===== src/rtl/strobe_counter_modal.sv =====
// Modal strobe counter: periodic/one-shot divider with load handshake and pipelined increment.
// Define COUNTER_MISS_COUNT_EN to build the saturating dropped-tick counter on missed.
module strobe_counter_modal #(
    parameter int WIDTH      = 16,
    parameter int LATENCY    = 1,
    parameter int RST_PERIOD = 16
) (
    input  logic             clk,
    input  logic             rst,
    input  logic             enable,
    input  logic             load,
    input  logic [WIDTH-1:0] period,
    input  logic             one_shot,
    output logic [WIDTH-1:0] count,
    output logic             strobe,
    output logic             ready,
    output logic             done,
    output logic [WIDTH-1:0] missed
);

    localparam logic [WIDTH-1:0] RST_P = WIDTH'(RST_PERIOD);

    logic [WIDTH-1:0] period_q;
    logic [WIDTH-1:0] count_q;
    logic [WIDTH-1:0] next_count;
    logic [WIDTH-1:0] land_val;
    logic             mode_q;
    logic             done_q;
    logic             strobe_q;
    logic             busy;
    logic             land;
    logic             accept;
    logic             terminal;

    assign ready      = !busy && !done_q;
    assign accept     = enable && ready && !load;
    // period_q == 0 wraps to all-ones, giving the full 2^WIDTH range
    assign terminal   = count_q == period_q - WIDTH'(1);
    assign next_count = terminal ? '0 : count_q + WIDTH'(1);

    generate
        if (LATENCY == 1) begin : g_direct
            assign busy     = 1'b0;
            assign land     = accept;
            assign land_val = next_count;
        end else begin : g_pipe
            localparam int D = LATENCY - 1;
            logic [D-1:0]     vld;
            logic [WIDTH-1:0] val [D];

            always_ff @(posedge clk) begin
                if (rst || load) begin
                    vld <= '0;
                end else begin
                    vld <= D'({vld, accept});
                end
                val[0] <= next_count;
                for (int i = 1; i < D; i++) begin
                    val[i] <= val[i-1];
                end
            end

            // no new tick is accepted until the previous one has landed
            assign busy     = |vld;
            assign land     = vld[D-1];
            assign land_val = val[D-1];
        end
    endgenerate

    always_ff @(posedge clk) begin
        if (rst) begin
            period_q <= RST_P;
            mode_q   <= 1'b0;
            count_q  <= '0;
            done_q   <= 1'b0;
            strobe_q <= 1'b0;
        end else begin
            strobe_q <= accept && terminal;
            if (load) begin
                period_q <= period;
                mode_q   <= one_shot;
                count_q  <= '0;
                done_q   <= 1'b0;
            end else begin
                if (land) begin
                    count_q <= land_val;
                end
                if (accept && terminal && mode_q) begin
                    done_q <= 1'b1;
                end
            end
        end
    end

`ifdef COUNTER_MISS_COUNT_EN
    logic [WIDTH-1:0] missed_q;

    always_ff @(posedge clk) begin
        if (rst || load) begin
            missed_q <= '0;
        end else if (enable && !accept && !(&missed_q)) begin
            missed_q <= missed_q + WIDTH'(1);
        end
    end

    assign missed = missed_q;
`else
    assign missed = '0;
`endif

    assign count  = count_q;
    assign strobe = strobe_q;
    assign done   = done_q;

endmodule


===== config.mk =====
export PLATFORM = sky130hd
export DESIGN_NAME = strobe_counter_modal
export DESIGN_NICKNAME = d
export VERILOG_FILES = /design/src/rtl/strobe_counter_modal.sv
export SDC_FILE = /design/constraint.sdc
export NUM_CORES = 1
export LEC_CHECK = 0
export ABC_AREA = 0
export CELL_PAD_IN_SITES_DETAIL_PLACEMENT = 1
export CELL_PAD_IN_SITES_GLOBAL_PLACEMENT = 2
export CORE_UTILIZATION = 28
export DETAILED_ROUTE_END_ITERATION = 6
export HOLD_SLACK_MARGIN = 0.05
export PLACE_DENSITY_LB_ADDON = 0.25
export SYNTH_ARGS = -nofsm -noshare
export SYNTH_HDL_FRONTEND = slang
export SYNTH_SLANG_ARGS = --single-unit

===== constraint.sdc =====
create_clock -name clk -period 3.2 [get_ports clk]
set_input_delay 0.96 -clock clk [delete_from_list [all_inputs] [get_ports clk]]
set_output_delay 0.96 -clock clk [all_outputs]
set_load 0.02 [all_outputs]

==> results.sh, run 1 <==
export IMPL_outcome="finished, final reports clean"
export IMPL_pin_count_of_the_biggest_net_entering_global_routing=21
export IMPL_synth_sequential_area_ratio=0.340
export IMPL_instances_no_fill=371
export IMPL_routed_wire_length_per_instance_microns=13.6
export IMPL_detail_route_iter0_violations=54
export IMPL_finish_utilization=0.379
export IMPL_maxCapViolCount=0
export IMPL_worst_slew_pin_transition_ps=627
export IMPL_finalNetCount=297
export IMPL_cellPowerDensity_nw_per_um2=417
export IMPL_placement_rows=30
export IMPL_setup_violations_final=0
export IMPL_final_layout_size_suffix_gt1_frac=0.0582
export IMPL_synth_warnings=0
export IMPL_switching_share=0.240
export IMPL_required_ps=3390
export IMPL_cp_data_arrival_time_ps=2840
export IMPL_synth_fa_ha_area_frac=0.0121
export IMPL_max_freq_mhz=377
export IMPL_final_min_clock_period_ps=2650
export IMPL_ys_types=40
export IMPL_async_reset_ff_frac=0
export IMPL_hold_violations=0
export IMPL_num_antenna_cells=0
export IMPL_die_y_microns=87.8
export IMPL_fin_setup_tns_ps=0
export IMPL_multiplexer_share_of_the_synthesized_area=0.0929
export IMPL_worst_setup_hold_path_clk_slew_ps=80
export IMPL_synth_area_in_compound_gates=0.0553
export IMPL_post_cts_hold_buffer_count=0
export IMPL_final_fill_count=813
export IMPL_crit_buf_inv=1
export IMPL_global_route_usage_total=0.140
export IMPL_power_switching_mw=0.263
export IMPL_core_area_sq_um=6940
export IMPL_clockBufferDepth=2
export IMPL_detailedPlacementHpwl_mm=3.87
export IMPL_routed_wl_mm=5.03
export IMPL_die_area_sq_um=7710
export IMPL_starting_density_of_the_core=0.297
export IMPL_dp_cells=363
export IMPL_setup_worst_path_start_class="flip-flop"
export IMPL_number_of_enable_type_register_cells_in_the_synthesized_netlist=0
export IMPL_area_growth_pct=27.6
export IMPL_cts_inserted_buffers=5
export IMPL_timing_worst_setup_path_type="reg2reg"
export IMPL_crit_path_max_fanout=13
export IMPL_drt_antenna_violating_nets=0
export IMPL_cts_setup_buffers=0
export IMPL_worst_setup_path_end_kind="flip-flop"
export IMPL_timing_max_slew_rel_slack=0.581
export IMPL_initial_antenna_violation_count=0
export IMPL_mappedNetlistArea_sq_um=2060
export IMPL_vdd_drop_max_uv=161
export IMPL_first_global_vias=1634
export IMPL_xor_xnor_cell_area_share_of_the_yosys_netlist=0.140
export IMPL_worst_clock_skew_ps=11.2
export IMPL_syn_instance_count=233
export IMPL_yosys_area_share_simple=0.274
export IMPL_firstDrtPassIters=4
export IMPL_worstHoldPathType="reg2reg"
export IMPL_unrepaired_setup_endpoints_after_global_routing="no"
export IMPL_numPortBuffers=39
export IMPL_die_x_microns=87.8
export IMPL_route_detailed_drc=0
export IMPL_via_count=1693
export IMPL_pwr_share_clk=0.436
export IMPL_combinational_family_with_the_most_area_after_synthesis="simple AND/OR/NAND/NOR gates"
export IMPL_post_route_period_util=0.829
export IMPL_vias_per_cell=4.56
export IMPL_wire_length_of_the_first_global_routing_pass_mm=8.21
export IMPL_slowest_cell_on_the_critical_path="nor4b_2"
export IMPL_pwr_share_comb=0.136
export IMPL_floorplan_io_pins=56
export IMPL_power_leakage_nw=1.07
export IMPL_cp_top_family="simple AND/OR/NAND/NOR gates"
export IMPL_cts_tree="yes"
export IMPL_ys_ff_latch=35
export IMPL_finalWeightedCongestion=0.721
export IMPL_critical_path_max_stage_delay_ps=550
export IMPL_clkLatencyLatePin_ps=290
export IMPL_slew_viol_final=0
export IMPL_pwr_share_seq=0.428
export IMPL_synth_top_flop_cell="dfxtp_1"
export IMPL_cts_htree_levels=2
export IMPL_cts_num_sinks=35
export IMPL_cellInternalPower_mw=0.833
export IMPL_global_route_overflow_total=0
export IMPL_postCtsResizedCells=0
export IMPL_worstPathCellList="inv_1 -> ha_1 -> nor4b_2 -> nand3_1 -> xnor2_1 -> nor4_1 -> and4bb_1 -> a21oi_2 -> and2_1"
export IMPL_synth_avg_cell_area_sq_um=8.84
export IMPL_clock_tree_root_cell="clkbuf_8"
==> sequential cells by signal (all words and copies together), names as in the netlist <==
signal	flops
count	16
done	1
mode_q	1
period_q	16
strobe	1
==> cell usage in the layout, fill, tap and decap left out, drive strengths merged, types with 3 or more instances in the layout <==
| master | instances |
|---|---|
| clkdlybuf4s50 | 39 |
| dfxtp | 35 |
| nor2 | 25 |
| xnor2 | 19 |
| mux2i | 18 |
| conb | 16 |
| and2 | 15 |
| xor2 | 14 |
| nand2 | 11 |
| nand3 | 7 |
| nor3 | 7 |
| nand4 | 6 |
| a21oi | 6 |
| clkbuf | 6 |
| and3 | 5 |
| inv | 5 |
| a31oi | 4 |
| nor4 | 3 |
| nor2b | 3 |
| or3 | 3 |
| buf | 3 |
| a211oi | 3 |
==> final cells by class <==
type	instances	area [sq um]	share of cell area
Timing Repair Buffer	42	413	0.157
Inverter	5	18.8	0.00714
Multi-Input combinational cell	185	1240	0.473
Clock buffer	6	72.6	0.0276
Tap cell	96	120	0.0457
Sequential cell	35	701	0.267
Clock inverter	2	60.1	0.0228
==> power by group through the flow <==
stage / Sequential [mW] / Combinational, mW / Clock [mW]
2_1_floorplan: 0.474 / 0.122 / 0
3_3_place_gp: 0.480 / 0.149 / 0
3_5_place_dp: 0.480 / 0.151 / 0
4_1_cts: 0.470 / 0.151 / 0.494
5_1_grt: 0.473 / 0.167 / 0.507
6_report: 0.470 / 0.149 / 0.477
==> worst register-to-register path, stage by stage, from the launching register on <==
cell and delay [ps]:
dfxtp_1 360, inv_1 70, ha_1 200, nor4b_2 550, nand3_1 180, xnor2_1 160
nor4_1 340, and4bb_1 340, a21oi_2 170, and2_1 190
==> logic make-up after synthesis <==
| group | after synthesis |
|---|---|
| compound gates | 17 |
| buf+inv | 28 |
| xor+xnor | 33 |
| simple gates | 98 |
| other cells | 1 |
| mux | 19 |
| fa+ha+maj | 2 |
| flops | 35 |
==> Yosys cell counts (2+ instances only) <==
master / instances / area [sq um]
dfxtp_1: 35 / 701
nor2_1: 25 / 93.8
xnor2_1: 19 / 166
mux2i_1: 18 / 180
buf_4: 16 / 120
and2_1: 15 / 93.8
xor2_1: 14 / 123
nand2_1: 11 / 41.3
nand3_1: 7 / 35.0
nand4_1: 6 / 37.5
a21oi_1: 5 / 25.0
and3_1: 5 / 31.3
clkbuf_1: 5 / 18.8
nor3_1: 5 / 25.0
a31oi_1: 4 / 25.0
inv_1: 4 / 15.0
nor2b_1: 3 / 18.8
nor4_1: 3 / 18.8
or3_1: 3 / 18.8
a211o_1: 2 / 17.5
a211oi_1: 2 / 15.0
ha_1: 2 / 25.0
nand2b_1: 2 / 12.5
nand4b_1: 2 / 17.5
nand4bb_1: 2 / 22.5
nor3_4: 2 / 32.5
nor3b_1: 2 / 15.0
o21ai_0: 2 / 10.0
==> metrics by stage <==
stage	hold WS (ps)	worst slack, ps	total power, mW	cell area (sq um)
after floorplan	447	853	0.595	2120
after global placement	467	470	0.629	2500
after detailed placement	482	459	0.631	2500
after CTS	497	535	1.11	2630
after global routing	518	345	1.15	2630
final	494	548	1.10	2630
==> worst paths after layout <==
| path | start | to | slack, ps | cells past startpoint |
|---|---|---|---|---|
| setup reg to reg | period_q[0] | count[12] | 550 | 9 |
| hold / removal | mode_q | done | 490 | 2 |
| setup / recovery | period_q[0] | count[12] | 550 | 9 |
| hold reg to reg | mode_q | done | 490 | 2 |
==> metal layers <==
metal  vias up  GRT usage  share of wire
met5         -          0              0
met4         0     0.0581          0.013
met3         6     0.0245          0.034
met2        34      0.232           0.48
met1       802      0.180           0.48
li1        851          -              -
Power figures use the tool's default switching activity.
==> run 2: changes to the inputs <==
==> constraint.sdc (replaced) <==
create_clock -name clk -period 2.54 [get_ports clk]
set_input_delay 0.762 -clock clk [delete_from_list [all_inputs] [get_ports clk]]
set_output_delay 0.762 -clock clk [all_outputs]
set_load 0.02 [all_outputs]
==> results.sh, run 2 (synthesis results as in run 1) <==
export IMPL_setup_worst_path_start_class="flip-flop"
export IMPL_crit_path_max_fanout=5
export IMPL_power_total_mw=1.25
export IMPL_die_area_sq_um=7710
export IMPL_multi_input_area_sq_um=1250
export IMPL_detail_route_iter0_violations=33
export IMPL_instances_no_fill=381
export IMPL_initial_antenna_violation_count=0
export IMPL_num_antenna_cells=0
export IMPL_post_route_period_util=0.923
export IMPL_max_freq_mhz=427
export IMPL_worst_setup_hold_path_clk_slew_ps=70
export IMPL_cts_tree="yes"
export IMPL_worstHoldPathType="reg2reg"
export IMPL_post_cts_hold_buffer_count=0
export IMPL_whs_ps=476
export IMPL_hold_path_stages=2
export IMPL_timing_worst_setup_path_type="reg2reg"
export IMPL_power_leakage_nw=1.11
export IMPL_routed_wl_mm=5.17
export IMPL_via_count=1751
export IMPL_hold_violations=0
export IMPL_vdd_drop_max_uv=142
export IMPL_core_area_sq_um=6940
export IMPL_cp_data_arrival_time_ps=2570
export IMPL_ff2ff_path_depth=11
export IMPL_clkLatencyLatePin_ps=290
export IMPL_pre_cts_ws_ps=32.0
export IMPL_slew_viol_final=0
export IMPL_global_route_overflow_total=0
export IMPL_drt_antenna_violating_nets=0
export IMPL_die_y_microns=87.8
export IMPL_clockBufferDepth=2
export IMPL_finalWeightedCongestion=0.733
export IMPL_worstHoldStart="mode_q"
export IMPL_rr_endpoint="count[0]"
export IMPL_firstDrtPassIters=4
export IMPL_finalNetCount=307
export IMPL_cts_inserted_buffers=5
export IMPL_starting_density_of_the_core=0.297
export IMPL_floorplan_io_pins=56
export IMPL_finalWorstSetupSlack_ps=196
export IMPL_worst_hold_path_endpoint="done"
export IMPL_vias_per_cell=4.60
export IMPL_seqCellArea_sq_um=701
export IMPL_cts_num_sinks=35
export IMPL_worstReg2RegStart="period_q[0]"
export IMPL_route_detailed_drc=0
export IMPL_unrepaired_setup_endpoints_after_global_routing="no"
export IMPL_clock_tree_root_cell="clkbuf_8"
export IMPL_die_x_microns=87.8
export IMPL_dp_cells=373
export IMPL_pin_count_of_the_biggest_net_entering_global_routing=19
export IMPL_area_growth_pct=30.0
export IMPL_commonest_non_fill_non_tap_cell_in_the_layout="clkdlybuf4s50_1"
export IMPL_setup_violations_final=0
export IMPL_required_ps=2760
export IMPL_outcome="finished, final reports clean"
export IMPL_maxCapViolCount=0
export IMPL_final_fill_count=849
export IMPL_r2r_setup_slk_ps=200
export IMPL_numPortBuffers=39
export IMPL_final_layout_size_suffix_gt1_frac=0.0912
export IMPL_cellPowerDensity_nw_per_um2=465
export IMPL_worst_setup_path_end_kind="flip-flop"
export IMPL_layout_cells_most_common_list="clkdlybuf4s50_1 (39), dfxtp_1 (35), nor2_1 (25)"
export IMPL_fin_setup_tns_ps=0
export IMPL_placement_rows=30
export IMPL_detailedPlacementHpwl_mm=4.04
export IMPL_first_global_vias=1697
export IMPL_routed_wire_length_per_instance_microns=13.6
export IMPL_final_min_clock_period_ps=2340
export IMPL_wire_length_of_the_first_global_routing_pass_mm=8.25
export IMPL_global_route_usage_total=0.142
export IMPL_worst_clock_skew_ps=2.89
export IMPL_cts_htree_levels=2
[run 2: cell count changes in the layout (fill, tap and decap cells not counted)]
cell	before	now
buf_4	3	13
bufinv_16	2	0
clkbuf_8	5	7
a21oi_2	1	0
a21oi_4	0	1
[run 2: per-stage QoR]
stage               cell area, sq um  utilization
floorplan                       2120            -
global placement                2570        0.370
detailed placement              2570        0.370
CTS                             2670        0.385
global route                    2680        0.386
finish                          2680        0.386
[run 2: layout make-up]
class,instances,area share
multi-input combinational,185,0.467
sequential,35,0.262
timing repair buffer,52,0.182
tap,96,0.0448
clock buffer,8,0.0374
inverter,5,0.00701
[run 2: repair_timing]
action	CTS	global route
endpoints found under the setup margin	0	5
gates resized for setup	0	1
buffers inserted	0	0
[run 2: worst max-delay path by stage]
stage / end / cells after the start / start
2_1_floorplan: count[14] / 10 / period_q[0]
4_1_cts: count[7] / 10 / period_q[0]
3_5_place_dp: count[13] / 9 / enable
3_3_place_gp: count[15] / 9 / enable
6_report: count[0] / 11 / period_q[0]
5_1_grt: done / 11 / period_q[0]
[run 2: routing by layer]
layer	share of wire	vias up	GRT usage
li1	-	873	-
met5	0	-	0
met4	0.015	0	0.0581
met3	0.034	8	0.0311
met2	0.49	32	0.249
met1	0.46	838	0.168
[run 2: critical path, cell delays in order, from the launching register on]
cell      delay, ps
dfxtp_1         360
inv_1            70
ha_1            200
nor4b_2         200
buf_4           180
nand4_1         130
xnor2_1         220
a211oi_2         90
and4bb_1        260
buf_4           150
or3_1           300
a21oi_1         130
[run 2: power breakdown]
group | total (mW) | internal (mW) | switching (mW)
combinational | 0.202 | 0.101 | 0.102
sequential | 0.590 | 0.565 | 0.0245
clock | 0.454 | 0.248 | 0.206
total | 1.25 | 0.914 | 0.332
